<file path="src/rtl/ips2l_pcie_dma_mwr_sched_if.sv">
// Command and read-request signals between the memory-write DMA scheduler
// and its neighbours (command source and BAR read controller).
interface ips2l_pcie_dma_mwr_sched_if #(
  parameter int LEN_WIDTH = 16
);
  logic                 i_cmd_valid;
  logic                 o_cmd_ready;
  logic [63:0]          i_cmd_addr;
  logic [LEN_WIDTH-1:0] i_cmd_len;
  logic                 o_rd_en;
  logic [9:0]           o_rd_length;
  logic [63:0]          o_rd_addr;
  logic                 i_last_data;

  // Scheduler side
  modport master (
    input  i_cmd_valid,
    input  i_cmd_addr,
    input  i_cmd_len,
    input  i_last_data,
    output o_cmd_ready,
    output o_rd_en,
    output o_rd_length,
    output o_rd_addr
  );

  // Command source / read controller side
  modport slave (
    output i_cmd_valid,
    output i_cmd_addr,
    output i_cmd_len,
    output i_last_data,
    input  o_cmd_ready,
    input  o_rd_en,
    input  o_rd_length,
    input  o_rd_addr
  );
endinterface

</file>
<file path="src/rtl/ips2l_pcie_dma_mwr_sched.sv">
// Splits one device-to-host write command into read requests that respect
// the max payload size and never cross a 4 KB host address boundary.
module ips2l_pcie_dma_mwr_sched #(
  parameter int LEN_WIDTH = 16,
  parameter int CNT_WIDTH = 8
) (
  input  logic                          clk,
  input  logic                          rst_n,
  ips2l_pcie_dma_mwr_sched_if.master    bus,
  input  logic [2:0]                    i_mps,
  input  logic                          i_abort,
  output logic                          o_busy,
  output logic                          o_done,
  output logic [CNT_WIDTH-1:0]          o_tlp_cnt
);

  typedef enum logic [1:0] {
    ST_IDLE,
    ST_CALC,
    ST_ISSUE,
    ST_DONE
  } state_t;

  // Compare width wide enough for both the remaining count and a 1024-DW limit
  localparam int CW = (LEN_WIDTH > 11) ? LEN_WIDTH : 11;

  state_t               state_q, state_d;
  logic [63:0]          addr_q, addr_d;
  logic [LEN_WIDTH-1:0] rem_q, rem_d;
  logic [2:0]           mps_q, mps_d;
  logic [9:0]           len_q, len_d;
  logic                 rd_en_q, rd_en_d;
  logic [CNT_WIDTH-1:0] cnt_q, cnt_d;

  logic [1:0]           mps_clamp;
  logic [10:0]          mps_dw;
  logic [10:0]          bnd_dw;
  logic [10:0]          lim_dw;
  logic [CW-1:0]        rem_w;
  logic [9:0]           tlp_len;
  logic                 tlp_is_last;

  // Size of the next TLP: smallest of remaining, payload limit and 4 KB distance
  always_comb begin
    mps_clamp = (mps_q > 3'd3) ? 2'd3 : mps_q[1:0];
    mps_dw    = 11'd32 << mps_clamp;
    bnd_dw    = 11'd1024 - {1'b0, addr_q[11:2]};
    lim_dw    = (mps_dw < bnd_dw) ? mps_dw : bnd_dw;
    rem_w     = CW'(rem_q);
    tlp_len   = (rem_w < CW'(lim_dw)) ? rem_w[9:0] : lim_dw[9:0];
  end

  assign tlp_is_last = (rem_q == LEN_WIDTH'(len_q));

  always_comb begin
    state_d = state_q;
    addr_d  = addr_q;
    rem_d   = rem_q;
    mps_d   = mps_q;
    len_d   = len_q;
    cnt_d   = cnt_q;
    rd_en_d = 1'b0;

    case (state_q)
      ST_IDLE: begin
        if (bus.i_cmd_valid) begin
          addr_d  = bus.i_cmd_addr & ~64'd3;
          rem_d   = bus.i_cmd_len;
          mps_d   = i_mps;
          cnt_d   = '0;
          state_d = (bus.i_cmd_len == '0) ? ST_DONE : ST_CALC;
        end
      end
      ST_CALC: begin
        len_d   = tlp_len;
        cnt_d   = cnt_q + CNT_WIDTH'(1);
        state_d = ST_ISSUE;
      end
      ST_ISSUE: begin
        if (bus.i_last_data) begin
          addr_d  = addr_q + {52'd0, len_q, 2'b00};
          rem_d   = rem_q - LEN_WIDTH'(len_q);
          state_d = tlp_is_last ? ST_DONE : ST_CALC;
        end
      end
      ST_DONE: begin
        state_d = ST_IDLE;
      end
      default: begin
        state_d = ST_IDLE;
      end
    endcase

    // Abort discards whatever the current state was about to commit
    if (i_abort && (state_q != ST_IDLE)) begin
      state_d = ST_IDLE;
      rem_d   = '0;
      addr_d  = addr_q;
      len_d   = len_q;
      cnt_d   = cnt_q;
    end

    // Request level follows the state so it drops between TLPs
    rd_en_d = (state_d == ST_ISSUE);
  end

  always_ff @(posedge clk) begin
    if (!rst_n) begin
      state_q <= ST_IDLE;
      addr_q  <= '0;
      rem_q   <= '0;
      mps_q   <= '0;
      len_q   <= '0;
      cnt_q   <= '0;
      rd_en_q <= 1'b0;
    end else begin
      state_q <= state_d;
      addr_q  <= addr_d;
      rem_q   <= rem_d;
      mps_q   <= mps_d;
      len_q   <= len_d;
      cnt_q   <= cnt_d;
      rd_en_q <= rd_en_d;
    end
  end

  assign bus.o_cmd_ready = (state_q == ST_IDLE);
  assign bus.o_rd_en     = rd_en_q;
  assign bus.o_rd_length = len_q;
  assign bus.o_rd_addr   = addr_q;
  assign o_busy          = (state_q != ST_IDLE);
  assign o_done          = (state_q == ST_DONE);
  assign o_tlp_cnt       = cnt_q;

endmodule
</file>
<file path="src/flat_wrapper.sv">
// flat-port wrapper written by rule: the top's interface ports become plain ports
module ips2l_pcie_dma_mwr_sched_flat 
#(
  parameter int LEN_WIDTH = 16,
  parameter int CNT_WIDTH = 8
)
  (clk, rst_n, i_mps, i_abort, o_busy, o_done, o_tlp_cnt, bus_i_cmd_valid, bus_i_cmd_addr, bus_i_cmd_len, bus_i_last_data, bus_o_cmd_ready, bus_o_rd_en, bus_o_rd_length, bus_o_rd_addr);
  ips2l_pcie_dma_mwr_sched_if #(.LEN_WIDTH(LEN_WIDTH)) bus_i ();
  input  logic clk;
  input  logic rst_n;
  input  logic [2:0] i_mps;
  input  logic i_abort;
  output logic o_busy;
  output logic o_done;
  output logic [CNT_WIDTH-1:0] o_tlp_cnt;
  input wire logic [$bits(bus_i.i_cmd_valid)-1:0] bus_i_cmd_valid;
  input wire logic [$bits(bus_i.i_cmd_addr)-1:0] bus_i_cmd_addr;
  input wire logic [$bits(bus_i.i_cmd_len)-1:0] bus_i_cmd_len;
  input wire logic [$bits(bus_i.i_last_data)-1:0] bus_i_last_data;
  output wire logic [$bits(bus_i.o_cmd_ready)-1:0] bus_o_cmd_ready;
  output wire logic [$bits(bus_i.o_rd_en)-1:0] bus_o_rd_en;
  output wire logic [$bits(bus_i.o_rd_length)-1:0] bus_o_rd_length;
  output wire logic [$bits(bus_i.o_rd_addr)-1:0] bus_o_rd_addr;
  assign bus_i.i_cmd_valid = bus_i_cmd_valid;
  assign bus_i.i_cmd_addr = bus_i_cmd_addr;
  assign bus_i.i_cmd_len = bus_i_cmd_len;
  assign bus_i.i_last_data = bus_i_last_data;
  assign bus_o_cmd_ready = bus_i.o_cmd_ready;
  assign bus_o_rd_en = bus_i.o_rd_en;
  assign bus_o_rd_length = bus_i.o_rd_length;
  assign bus_o_rd_addr = bus_i.o_rd_addr;
  ips2l_pcie_dma_mwr_sched #(.LEN_WIDTH(LEN_WIDTH), .CNT_WIDTH(CNT_WIDTH)) u_core (.clk(clk), .rst_n(rst_n), .bus(bus_i), .i_mps(i_mps), .i_abort(i_abort), .o_busy(o_busy), .o_done(o_done), .o_tlp_cnt(o_tlp_cnt));
endmodule
</file>
<file path="config.mk">
export PLATFORM = sky130hd
export DESIGN_NAME = ips2l_pcie_dma_mwr_sched_flat
export DESIGN_NICKNAME = d
export VERILOG_FILES = /design/src/rtl/ips2l_pcie_dma_mwr_sched_if.sv /design/src/rtl/ips2l_pcie_dma_mwr_sched.sv /design/src/flat_wrapper.sv
export SDC_FILE = /design/constraint.sdc
export NUM_CORES = 1
export LEC_CHECK = 0
export ABC_AREA = 0
export CAP_MARGIN = 0
export CORE_UTILIZATION = 30
export DETAILED_ROUTE_END_ITERATION = 6
export GPL_ROUTABILITY_DRIVEN = 0
export SYNTH_ARGS = -nofsm -noshare
export SYNTH_HDL_FRONTEND = slang
export SYNTH_SLANG_ARGS = --single-unit
</file>
<file path="constraint.sdc">
create_clock -name clk -period 12.7 [get_ports clk]
set_clock_uncertainty 0.15 [all_clocks]
set_input_delay 3.175 -clock clk [delete_from_list [all_inputs] [get_ports clk]]
set_output_delay 3.175 -clock clk [all_outputs]
set_load 0.01 [all_outputs]
</file>
==> results of run 1 <==
==> per-stage QoR <==
stage / power [mW] / hold WS [ns] / setup WS [ns]
2_1_floorplan: 0.595 / 0.321 / 7.56
3_3_place_gp: 0.729 / 0.339 / 6.40
3_5_place_dp: 0.733 / 0.351 / 6.37
4_1_cts: 1.03 / 0.360 / 6.38
5_1_grt: 1.09 / 0.389 / 5.81
6_report: 1.02 / 0.361 / 6.33
==> report_power, final <==
part           internal (mW)  leakage (nW)  switching, mW
logic                  0.157          2.45          0.176
registers              0.351         0.839         0.0440
clock network          0.160         0.149          0.137
total                  0.668          3.44          0.357
==> worst min-delay path, stage by stage, from the launching register on <==
cell and delay (ns):
dfxtp_1 0.34, nand2_1 0.07, a21oi_1 0.05
==> per-layer routing <==
layer  track usage, %  wire length [um]
met1             28.9             11300
met2             32.6             11400
met3             4.22              1840
met4             6.40               605
met5                0                 0
==> state kept, by name (all words and copies together) (netlist names) <==
name / count
u_core.bus.o_rd_addr: 62
u_core.rem_q: 16
u_core.bus.o_rd_length: 10
u_core.o_tlp_cnt: 8
u_core.mps_q: 3
u_core.state_q: 2
u_core.bus.o_rd_en: 1
==> area by class of cell <==
class                      instances  area (um^2)  share of cell area, %
timing repair buffer             177         1750                   18.8
clock buffer                      10          239                   2.57
clock inverter                     6         68.8                  0.741
tap                              313          392                   4.22
inverter                          28          105                   1.13
sequential                       102         2040                   22.0
multi-input combinational        741         4700                   50.6
==> path summary, 6_finish.rpt <==
check	from	to	slack (ns)	cells after the start
max reg2reg	u_core.bus.o_rd_addr[3]	u_core.bus.o_rd_length[7]	6.33	22
min reg2reg	u_core.mps_q[1]	u_core.mps_q[1]	0.36	2
min	u_core.mps_q[1]	u_core.mps_q[1]	0.36	2
max	u_core.bus.o_rd_addr[3]	u_core.bus.o_rd_length[7]	6.33	22
==> kinds of logic after synthesis <==
kind of cell | count (synthesis) | share of synthesized area, %
xor gates and xnor gates | 22 | 2.72
AOI/OAI and AO/OA | 282 | 27.2
buffers and inverters | 90 | 5.26
DFF | 102 | 28.8
muxes | 9 | 1.31
other | 2 | 0.106
and+or+nand+nor | 386 | 27.7
adders and majority gates | 38 | 6.89
==> cell usage in the layout, fill, tap and decap left out, types with 10 or more instances in the layout <==
| cell type | netlist | layout |
|---|---|---|
| a21o_1 | 16 | 16 |
| o21ai_0 | 60 | 60 |
| ha_1 | 35 | 35 |
| a31oi_1 | 25 | 25 |
| nand3_1 | 35 | 35 |
| and3_1 | 27 | 27 |
| inv_1 | 27 | 27 |
| a211oi_1 | 19 | 19 |
| nand2_1 | 98 | 97 |
| a21oi_1 | 56 | 56 |
| xnor2_1 | 13 | 13 |
| nor2_1 | 89 | 88 |
| nor3_1 | 29 | 29 |
| nand4_1 | 24 | 24 |
| nor4_1 | 15 | 15 |
| dfxtp_1 | 102 | 102 |
| a311oi_1 | 14 | 14 |
| o311ai_0 | 11 | 11 |
| clkdlybuf4s50_1 | 0 | 168 |
| and4_1 | 10 | 10 |
==> results.sh, run 1 <==
export IMPL_slowest_delay_ns=0.58
export IMPL_cp_slowest_cell="a2111oi_0"
export IMPL_num_vias=7647
export IMPL_die_area_mm2=0.0242
export IMPL_std_cell_rows=55
export IMPL_finalHoldViolCount=0
export IMPL_dp_cells=1361
export IMPL_start_util_pct=30.9
export IMPL_min_path_type="reg -> reg"
export IMPL_finalInstanceArea_mm2=0.00929
export IMPL_cts_buffers=9
export IMPL_cts_sinks=102
export IMPL_fillCellCount=2380
export IMPL_avgSynthCellArea_um2=7.61
export IMPL_cts_setup_buffers=0
export IMPL_holdBufCountCts=0
export IMPL_layout_cells_non_filler=1377
export IMPL_drc=0
export IMPL_post_drt_wl_per_cell_um=18.3
export IMPL_cts_root_buf="clkbuf_16"
export IMPL_dr_pass1_iters=6
export IMPL_dieWidth_um=156
export IMPL_setup_violations=0
export IMPL_peakVddDrop_mv=0.0591
export IMPL_synth_most_common_cell="dfxtp_1"
export IMPL_yosys_top_cells_area="dfxtp_1 29%, ha_1 6.2%, nand2_1 5.2%, nor2_1 4.7%, o21ai_0 4.2%"
export IMPL_crit_path_cell_trace="inv_1 > ha_1 > nor3b_1 > nand2_1 > xor2_1 > inv_1 > ha_1 > nand2_1 > or4_1 > o31ai_1 > maj3_1 > a21o_1 > and2_1 > mux2i_1 > ha_1 > a21oi_1 > o21ai_0 > a2111oi_0 > and4_1 > a22o_1 > mux2_2 > a21oi_1"
export IMPL_worst_path_buf_inv=2
export IMPL_grt_pass1_wl_um=39900
export IMPL_grt_antenna_before_repair=0
export IMPL_post_dp_hpwl_um=17700
export IMPL_period_minus_slack_ns=6.37
export IMPL_synth_seq_cells=102
export IMPL_power_density_mw_per_mm2=110
export IMPL_yosysUniqueCellTypes=82
export IMPL_synthTopCellsByCount="102 x dfxtp_1, 98 x nand2_1, 89 x nor2_1"
export IMPL_synth_area_mm2=0.00708
export IMPL_worstPathArrival_ns=6.51
export IMPL_routed_wl_um=25100
export IMPL_post_dp_cell_area_mm2=0.00898
export IMPL_cp_required_ns=12.84
export IMPL_crit_family="compound AO/OA/AOI/OAI gates"
export IMPL_async_flop_share_pct=0
export IMPL_yosysTopAreaCell="dfxtp_1"
export IMPL_fin_tns_setup_ns=0
export IMPL_yosys_warnings=0
export IMPL_nNetsFinal=1184
export IMPL_fmax_mhz=157
export IMPL_io_pins=174
export IMPL_grt_pass1_vias=7048
export IMPL_power_leakage_nw=3.44
export IMPL_drive_above_1_share_pct=5.17
export IMPL_grt_usage_pct=20.9
export IMPL_insertion_delay_ns=0.36
export IMPL_path_clk_slew_ns=0.07
export IMPL_via_per_inst=5.55
export IMPL_grt_ovfl_total=0
export IMPL_slew_headroom_pct=18.8
export IMPL_worst_setup_path_type="reg -> reg"
export IMPL_diodes=0
export IMPL_cts_resized=0
export IMPL_synthCells=931
export IMPL_cpMostUsedCell="ha_1"
export IMPL_tritoncts="done"
export IMPL_synth_ff_type="dfxtp_1"
export IMPL_ys_seq_area_share_pct=28.8
export IMPL_portBuffers=169
export IMPL_grt_max_degree=92
export IMPL_worst_pin_slew_ns=1.21
export IMPL_synth_edf_count=0
export IMPL_grt_setup_unrepaired="no"
export IMPL_cap_violations=0
export IMPL_h_tree_depth=3
export IMPL_area_growth_pct=31.2
export IMPL_endpoint_kind="register"
export IMPL_crit_fanout=18
export IMPL_fin_crit_sh_pct=50.2
export IMPL_fin_util_pct=40.5
export IMPL_synth_top_area_share_pct=28.8
export IMPL_status="finished clean"
export IMPL_slew_viol_final=0
export IMPL_startpoint_type="register"
export IMPL_antenna_left=0
export IMPL_clk_path_buf_depth=2
export IMPL_drt_initial_drc_count=586
export IMPL_coreArea_mm2=0.0229
export IMPL_die_y_um=156
No activity file was read; power rests on OpenSTA's default activity.
==> run 2: changes to the inputs <==
clock period = 5.4 ns   (was 12.7 ns; I/O delays follow)
==> results.sh, run 2 (same netlist as run 1, synthesis figures left out) <==
export IMPL_status="finished clean"
export IMPL_cts_buffers=9
export IMPL_io_pins=174
export IMPL_grt_pass1_vias=7191
export IMPL_diodes=0
export IMPL_post_dp_hpwl_um=18400
export IMPL_worst_pin_slew_ns=1.15
export IMPL_startpoint_type="register"
export IMPL_fillCellCount=2361
export IMPL_mostFrequentLayoutCells="168 x clkdlybuf4s50_1, 101 x dfxtp_1, 97 x nand2_1, 88 x nor2_1, 59 x o21ai_0"
export IMPL_multi_input_comb_area_mm2=0.00474
export IMPL_power_density_mw_per_mm2=260
export IMPL_grt_antenna_before_repair=0
export IMPL_grt_max_degree=92
export IMPL_antenna_left=0
export IMPL_area_growth_pct=32.9
export IMPL_nNetsFinal=1194
export IMPL_grt_usage_pct=20.9
export IMPL_dr_pass1_iters=5
export IMPL_endpoint_kind="register"
export IMPL_cts_root_buf="clkbuf_16"
export IMPL_tritoncts="done"
export IMPL_fin_tns_setup_ns=0
export IMPL_via_per_inst=5.58
export IMPL_std_cell_rows=55
export IMPL_crit_fanout=10
export IMPL_fmax_mhz=196
export IMPL_dp_cells=1371
export IMPL_layout_cells_non_filler=1387
export IMPL_finalHoldViolCount=0
export IMPL_num_vias=7743
export IMPL_power_leakage_nw=3.50
export IMPL_hold_slack_ns=0.354
export IMPL_grt_pass1_wl_um=39900
export IMPL_cts_sinks=102
export IMPL_portBuffers=169
export IMPL_h_tree_depth=3
export IMPL_fin_crit_sh_pct=94.3
export IMPL_fin_util_pct=41.1
export IMPL_seq_area_mm2=0.00204
export IMPL_grt_ovfl_total=0
export IMPL_dieWidth_um=156
export IMPL_cts_setup_buffers=0
export IMPL_coreArea_mm2=0.0229
export IMPL_slowest_delay_ns=0.57
export IMPL_drt_initial_drc_count=479
export IMPL_peakVddDrop_mv=0.147
export IMPL_setup_violations=0
export IMPL_crit_path_cell_trace="or4_4 > nor2_1 > xnor2_1 > inv_1 > ha_1 > nand2_1 > or4_1 > o31ai_2 > maj3_1 > a21o_1 > and2_4 > buf_4 > a21o_1 > ha_1 > and3_1 > a2111oi_4 > and4_1 > a22o_1 > mux2_2 > a21oi_1"
export IMPL_min_path_type="reg -> reg"
export IMPL_start_util_pct=30.9
export IMPL_final_common_cell="clkdlybuf4s50_1"
export IMPL_slew_viol_final=0
export IMPL_period_minus_slack_ns=5.09
export IMPL_worst_setup_path_type="reg -> reg"
export IMPL_die_area_mm2=0.0242
export IMPL_cp_slowest_cell="or4_4"
export IMPL_post_drt_wl_per_cell_um=18.3
export IMPL_worstPathArrival_ns=5.23
export IMPL_die_y_um=156
export IMPL_clk_path_buf_depth=2
export IMPL_drive_above_1_share_pct=6.70
export IMPL_slew_headroom_pct=22.4
export IMPL_cap_violations=0
export IMPL_holdBufCountCts=0
export IMPL_insertion_delay_ns=0.36
export IMPL_largest_register_ffs=62
export IMPL_routed_wl_um=25300
export IMPL_cp_required_ns=5.54
export IMPL_drc=0
export IMPL_path_clk_slew_ns=0.07
run 2: report_power, final:
group	total, mW	internal [mW]	switching, mW	leakage (nW)
sequential	0.927	0.825	0.102	0.839
combinational	0.829	0.395	0.434	2.51
clock	0.693	0.384	0.309	0.152
total	2.45	1.60	0.845	3.50
run 2: what timing repair did:
item / in CTS / in global routing
endpoints found under the hold margin: 0 / 0
setup endpoints to repair: 7 / 10
pin swaps: 0 / 1
cloned: 0 / 0
gates resized for setup: 1 / 12
run 2: path summary, 6_finish.rpt:
path | startpoint | end | slack [ns] | cells past startpoint
max | u_core.bus.o_rd_addr[2] | u_core.bus.o_rd_length[7] | 0.31 | 20
min reg2reg | u_core.mps_q[2] | u_core.mps_q[2] | 0.35 | 2
min | u_core.mps_q[2] | u_core.mps_q[2] | 0.35 | 2
max reg2reg | u_core.bus.o_rd_addr[2] | u_core.bus.o_rd_length[7] | 0.31 | 20
run 2: layout make-up:
class	instances	share of cell area [%]
sequential	102	21.7
timing repair buffer	187	19.4
inverter	28	1.12
tap	313	4.16
clock buffer	12	2.73
clock inverter	4	0.479
multi-input combinational	741	50.4
run 2: routing by layer:
layer	global-route usage, %	up-vias	share of wire (%)
li1	-	3780	-
met1	28.6	3678	47
met2	32.9	251	45
met3	3.97	34	6.3
met4	6.68	0	2.5
met5	0	-	0
run 2: worst max-delay path: cells and delay by family (launching register included):
family	cells	cell delay, ns
muxes	1	0.35
xor gates and xnor gates	1	0.17
and+or+nand+nor	7	1.77
DFF	1	0.34
buffers and inverters	2	0.24
AOI/OAI and AO/OA	6	1.31
adders and majority gates	3	0.70
run 2: stage by stage:
stage               setup WS (ns)  power (mW)  area [um^2]
finish                      0.310        2.45         9410
global route              -0.0293        2.59         9410
CTS                        0.0162        2.44         9360
detailed placement       -0.00526        1.74         9060
global placement           0.0817        1.74         9060
floorplan                   0.261        1.40         7090
==> run 3: changes to the inputs <==
GPL_TIMING_DRIVEN = 1   (was default)
==> results of run 3 <==
Same layout as run 2: the final DEF is identical, and so are final timing and power.
